<file path="config.mk">
export PLATFORM = sky130hd
export DESIGN_NAME = wide_word_serializer
export DESIGN_NICKNAME = d
export VERILOG_FILES = /design/src/rtl/wide_word_serializer.sv
export SDC_FILE = /design/constraint.sdc
export NUM_CORES = 1
export LEC_CHECK = 0
export CORE_AREA = 2 2 171 173
export CTS_BUF_LIST = sky130_fd_sc_hd__clkbuf_8
export CTS_CLUSTER_SIZE = 20
export DETAILED_ROUTE_END_ITERATION = 10
export DIE_AREA = 0 0 173 175
export DONT_BUFFER_PORTS = 1
export HOLD_SLACK_MARGIN = 0.15
export PLACE_DENSITY = 0.37
export RECOVER_POWER = 100
export SYNTH_ARGS = -nofsm -noshare
export SYNTH_HDL_FRONTEND = slang
export SYNTH_SLANG_ARGS = --single-unit
</file>
<file path="constraint.sdc">
create_clock -name clk -period 3.27 [get_ports clk]
set_input_delay 0.654 -clock clk [delete_from_list [all_inputs] [get_ports clk]]
set_output_delay 0.654 -clock clk [all_outputs]
set_load 0.05 [all_outputs]
</file>
<file path="src/rtl/wide_word_serializer.sv">
// Wide-word transmit serializer: captures a WIDTH-bit word with per-bit override
// and streams it LSB beat first as BEAT-bit beats over valid/ready.
module wide_word_serializer #(
  parameter int WIDTH = 128,
  parameter int BEAT  = 32,
  localparam int BEATS = WIDTH / BEAT,
  localparam int IW    = (BEATS > 1) ? $clog2(BEATS) : 1
) (
  input  logic             clk,
  input  logic             rst_n,
  input  logic             load_valid,
  output logic             load_ready,
  input  logic [WIDTH-1:0] load_data,
  input  logic [WIDTH-1:0] ovr_mask,
  input  logic [WIDTH-1:0] ovr_data,
  output logic             out_valid,
  input  logic             out_ready,
  output logic [BEAT-1:0]  out_data,
  output logic [IW-1:0]    out_idx,
  output logic             out_last,
  output logic             busy,
  output logic [15:0]      words_sent
);

  localparam logic [IW-1:0] LAST_IDX = IW'(BEATS - 1);

  typedef enum logic {IDLE, SEND} state_t;

  state_t           state, state_nx;
  logic [WIDTH-1:0] word;
  logic [IW-1:0]    idx;
  logic             at_last;
  logic             beat_fire;
  logic             capture;

  always_ff @(posedge clk or negedge rst_n) begin
    if (!rst_n) state <= IDLE;
    else        state <= state_nx;
  end

  // load_ready is deliberately combinational from out_ready so the next word
  // can be captured on the same edge that retires the last beat.
  always_comb begin
    state_nx   = state;
    at_last    = (idx == LAST_IDX);
    beat_fire  = 1'b0;
    load_ready = 1'b0;
    out_valid  = 1'b0;
    out_last   = 1'b0;
    busy       = 1'b0;
    case (state)
      IDLE: begin
        load_ready = 1'b1;
        if (load_valid) state_nx = SEND;
      end
      SEND: begin
        out_valid  = 1'b1;
        busy       = 1'b1;
        out_last   = at_last;
        beat_fire  = out_ready;
        load_ready = at_last & out_ready;
        if (out_ready && at_last && !load_valid) state_nx = IDLE;
      end
      default: state_nx = IDLE;
    endcase
    capture = load_valid & load_ready;
  end

  always_ff @(posedge clk or negedge rst_n) begin
    if (!rst_n) begin
      word       <= '0;
      idx        <= '0;
      words_sent <= '0;
    end else begin
      if (capture) begin
        word <= (load_data & ~ovr_mask) | (ovr_data & ovr_mask);
        idx  <= '0;
      end else if (beat_fire && !at_last) begin
        idx <= idx + IW'(1);
      end
      if (beat_fire && at_last) words_sent <= words_sent + 16'd1;
    end
  end

  always_comb begin
    out_data = '0;
    for (int unsigned i = 0; i < BEATS; i++) begin
      if (idx == IW'(i)) out_data = word[i*BEAT +: BEAT];
    end
  end

  assign out_idx = idx;

endmodule

</file>
### Word level (Yosys, flattened, before mapping)

Cells that the tools add are included.

| word-level totals | value |
|---|---|
| output and inout port bits | 54 |
| logic and storage cells | 37 |
| bits in latches | 0 |
| memories kept | 0 |
| bits in read-only memories | 0 |
| input port bits | 388 |
| flip-flop bits (word level) | 147 |
| RAM bits | 0 |

| cells by class | value |
|---|---|
| equality and inequality tests | 3 |
| shift-type cells | 0 |
| reductions and logical operators | 8 |
| $lt $le $gt $ge | 0 |
| divide/modulo/power cells | 0 |
| bitwise operators | 7 |
| $mul | 0 |
| multiplexer cells | 13 |
| $add $sub $neg | 2 |

Operators with widths:

| operator | count |
|---|---|
| $and A128 B128 Y128 | 2 |
| $mux W32 | 4 |
| $not A128 Y128 | 1 |
| $or A128 B128 Y128 | 1 |
| $add A16 B1 Y16 const B | 1 |
| $mux W1 | 5 |
| $eq A2 B2 Y1 const B | 2 |
| $logic_and A1 B1 Y1 | 4 |
| $mux W2 | 2 |
| $pmux W1 S2 | 2 |
| $add A2 B1 Y2 const B | 1 |
| $and A1 B1 Y1 | 2 |
| $eq A2 B1 Y1 const B | 1 |
| $logic_not A1 Y1 | 2 |
| $logic_not A2 Y1 | 1 |
| $reduce_bool A2 Y1 | 1 |
| $not A1 Y1 | 1 |

### Depth between registers and ports, before layout

| depth | value |
|---|---|
| word-level depth | 5 |
| mapped depth | 9 |
| depth with buffers taken out | 6 |

### Worst setup path after synthesis

Ideal clock, no wire load.

| timing path | value |
|---|---|
| path type | register to output |
| start | reg idx[1], in the netlist out_idx[1] |
| end | out out_data[10] |
| arrival time | 2852 ps |
| path buffers | 2 |
| cell stages (with the launch flop) | 8 |
| path slack | -236 ps |
| required time | 2616 ps |
| path through | dfrtp_1 > inv_1 > ha_1 > clkbuf_1 > nor2b_1 > buf_2 > a221oi_1 > o31ai_1 |

| on the way | value |
|---|---|
| word-level cells in the longest chain between the ends | 5 |
| elaborated cells on any way between the ends | 8 |

Ends and longest elaborated chain:

| element | RTL line | source |
|---|---|---|
| start: declaration | 31 | `logic [IW-1:0] idx;` |
| start signal: assignment | 79 | `idx <= idx + IW'(1);` |
| $logic_not A2 Y1 | 88 | `if (idx == IW'(i)) out_data = word[i*BEAT +: BEAT];` |
| $mux W32 (3 in a row) | 88 |  |
| $mux W32 * | 88 |  |
| end: declaration | 18 | `output logic [BEAT-1:0] out_data,` |

Every way passes the cells marked *; elsewhere a longest branch is shown, timed or not.

### Final worst setup path

| timing path | value |
|---|---|
| start | reg idx[0], in the netlist out_idx[0] |
| end | out out_data[16] |

Same word-level chain as after synthesis.

==> flow_metrics.py <==
metrics = {
    "detailed_routing": {
        "antenna_left": 0,
        "drc": 0,
        "drtIter0Drc": 281,
        "first_pass_iters": 5,
        "wl_um": 22450,
        "wire_per_inst_um": 18.96,
        "routed_via_density": 4.886,
        "vias": 5785,
    },
    "worst_setup_path": {
        "cp_common_cell": "buf_4",
        "cp-startpoint": "out_idx[0]",
        "start_kind": "register",
        "cpPeakStageDelay_ns": 0.44,
        "critPathCaptureType": "output port",
        "required_ns": 2.62,
        "crit_slowest_cell": "buf_4",
        "path_cells": "buf_4, ha_1, buf_4, nand2_1, o31ai_2, clkbuf_2",
        "r2r-start": "out_idx[0]",
        "path_max_fanout": 36,
        "criticalPathCategory": "reg -> out",
        "arrival_ns": 2.35,
        "crit_family": "buffers and inverters",
        "path_buf_inv": 3,
    },
    "run": {
        "maxCapViolations": 0,
    },
    "yosys": {
        "syn_area_per_cell_sq_um": 9.893,
        "syn_inst": 775,
        "yosys_warnings": 0,
        "netlist_area_sq_um": 7667,
        "ys_seq_elements": 147,
        "ys_types": 35,
        "yosysSeqAreaShare": 0.4798,
        "synth_nets": 1168,
    },
    "cts": {
        "post_cts_resized": 0,
        "numCtsBuffers": 17,
        "cts_root_buf": "clkbuf_8",
        "clk_pin_slew_ns": 0.09,
        "cts_setup_buffers": 0,
        "cts_htree_levels": 4,
        "cts_buffer_depth": 2,
        "cts_tree": "yes",
        "clk_latency_ns": 0.44,
        "numClockSinks": 147,
    },
    "placed_design": {
        "placed_cell_area_sq_um": 8452,
        "dp_hpwl_um": 16260,
        "io_buffers": 0,
        "place.gp.congestion": 0.7428,
    },
    "timing": {
        "rsz0062_at_grt": "false",
        "relSlewSlack": 0.4989,
        "final_max_slew_viol_count": 0,
        "setup_tns_ns": 0,
        "fmax_ghz": 0.3330,
        "finalSetupViolCount": 0,
        "tightest_slew_ns": 0.7516,
        "hold_viol": 147,
        "period_share": 0.9185,
        "finClkSkew_ns": 0.01262,
        "holdWs_ns": -0.1034,
        "period_minus_slack_ns": 3.003,
    },
    "cells_and_area": {
        "fillers": 3007,
        "drive_above_1_share": 0.1375,
        "mostFrequentLayoutCell": "nand2_1",
        "mostFrequentLayoutCells": "169 x nand2_1, 147 x dfrtp_1, 130 x mux2i_1",
        "final_area_sq_um": 8751,
        "seqCellArea_sq_um": 3679,
        "area_growth_pct": 14.13,
        "nNetsFinal": 1182,
        "multiInputGateArea_sq_um": 3844,
        "utilization": 0.3082,
        "n_antenna_cell": 0,
    },
    "power_and_ir_drop": {
        "p_clk_frac": 0.171,
        "power_frac_seq": 0.345,
        "p_switching_mw": 4.285,
        "peakVddDrop_uv": 370.4,
        "swShare": 0.4754,
        "leakage_nw": 4.070,
        "intPower_mw": 4.729,
        "combPwrFrac": 0.484,
        "powerDensity_nw_per_um2": 1030,
    },
    "outcome": {
        "violations": "hold timing",
        "status": "finished with violations",
    },
    "die": {
        "core_area_sq_um": 28390,
        "start_util": 0.2701,
        "ios": 442,
        "rows": 62,
        "die_area_sq_um": 30280,
        "die_h_um": 175,
        "fp.dieW_um": 173,
    },
    "global_route": {
        "grt.total_usage": 0.1445,
        "grt_pass1_wl_um": 33750,
        "grt_max_degree": 148,
        "antenna_found_initial": 0,
        "grt_overflow_total": 0,
        "first_global_vias": 6091,
    },
    "worst_hold_path": {
        "hold_path_class": "in -> async",
    },
}
[power groups by stage]
stage | clock network [mW] | registers [mW] | logic [mW]
after CTS | 1.63 | 3.12 | 4.65
after global routing | 1.71 | 3.22 | 4.75
after detailed placement | 0 | 3.15 | 4.65
after global placement | 0 | 3.13 | 4.60
final | 1.54 | 3.11 | 4.36
after floorplan | 0 | 3.07 | 3.38
[worst register-to-register path, cell delays in order, from the launching register on]
cell and delay (ns):
dfrtp_1 0.43, buf_4 0.21, ha_1 0.26, buf_12 0.19, a21bo_1 0.28, nand2_8 0.35, clkbuf_4 0.73, o21ai_0 0.24
[synthesized netlist by cell type]
| cell | instances | area share |
|---|---|---|
| a21oi_1 | 1 | 0.00065 |
| nor3_1 | 4 | 0.0026 |
| and3_1 | 2 | 0.0016 |
| o21ai_0 | 125 | 0.082 |
| and4_1 | 2 | 0.0023 |
| buf_4 | 2 | 0.0020 |
| nand4_1 | 3 | 0.0024 |
| inv_1 | 7 | 0.0034 |
| nand3_1 | 2 | 0.0013 |
| nand2_1 | 169 | 0.083 |
| ha_1 | 5 | 0.0082 |
| and2_1 | 2 | 0.0016 |
| mux2i_1 | 130 | 0.17 |
| o21ai_1 | 4 | 0.0026 |
| o31ai_1 | 31 | 0.030 |
| a221oi_1 | 31 | 0.035 |
| dfrtp_1 | 147 | 0.48 |
| buf_6 | 2 | 0.0029 |
| xor2_1 | 9 | 0.010 |
| buf_2 | 11 | 0.0072 |
| mux2_2 | 1 | 0.0015 |
| o21ai_2 | 1 | 0.0011 |
| nor2b_1 | 32 | 0.026 |
| xnor2_1 | 6 | 0.0069 |
| o22ai_1 | 1 | 0.00082 |
| a22o_1 | 2 | 0.0023 |
| nand2b_1 | 1 | 0.00082 |
| nand4_2 | 1 | 0.0016 |
| nor4_1 | 1 | 0.00082 |
| buf_12 | 1 | 0.0026 |
| buf_8 | 4 | 0.0078 |
| clkbuf_1 | 30 | 0.015 |
| nand2_4 | 1 | 0.0015 |
| a21bo_2 | 1 | 0.0013 |
| nor2_1 | 3 | 0.0015 |
[final timing paths]
path / slack (ns) / to / cells past startpoint
worst max-delay path: 0.27 / out_data[16] / 6
worst min-delay path: -0.10 / words_sent[0] / 0
worst max register to register: 0.42 / word[36] / 7
worst min register to register: 0.48 / word[32] / 2
max in group asynchronous: 3.07 / word[71] / 0
min in group clk: 0.33 / state / 1
[per-stage QoR]
stage          worst slack (ns)  power [mW]  hold slack, ns  std cells
2_1_floorplan            0.1842       6.448          0.3584        775
3_3_place_gp             0.8312       7.727          0.3625       1154
3_5_place_dp             0.7567       7.794          0.3625       1154
4_1_cts                  0.2443       9.397         -0.1512       1184
5_1_grt                 0.08248       9.678         -0.1682       1184
6_report                 0.2666       9.014         -0.1034       1184
[cell families after synthesis]
logic type      synth area share
buf+inv                  0.04063
fa+ha+maj               0.008159
flops                     0.4798
compound gates            0.1562
mux                       0.1712
xor+xnor                 0.01713
simple gates              0.1270
[state kept, by name, summed over array words and instances (netlist names)]
register / flops
out_idx: 2
word: 128
state: 1
words_sent: 16
[per-layer routing]
metal	track usage	up-vias	wire, um
met5	0	-	0
met4	0.03708	0	243
met3	0.03264	10	1187
met2	0.2562	244	11630
met1	0.1770	2766	9386
li1	-	2765	-
[cell type report]
class | instances | area share
clock buffer | 19 | 0.02988
clock inverter | 11 | 0.01744
inverter | 7 | 0.003003
multi-input combinational | 571 | 0.4392
sequential | 147 | 0.4204
tap | 384 | 0.05490
timing repair buffer | 45 | 0.03517
Note: power is estimated with default switching activity, not from simulation.
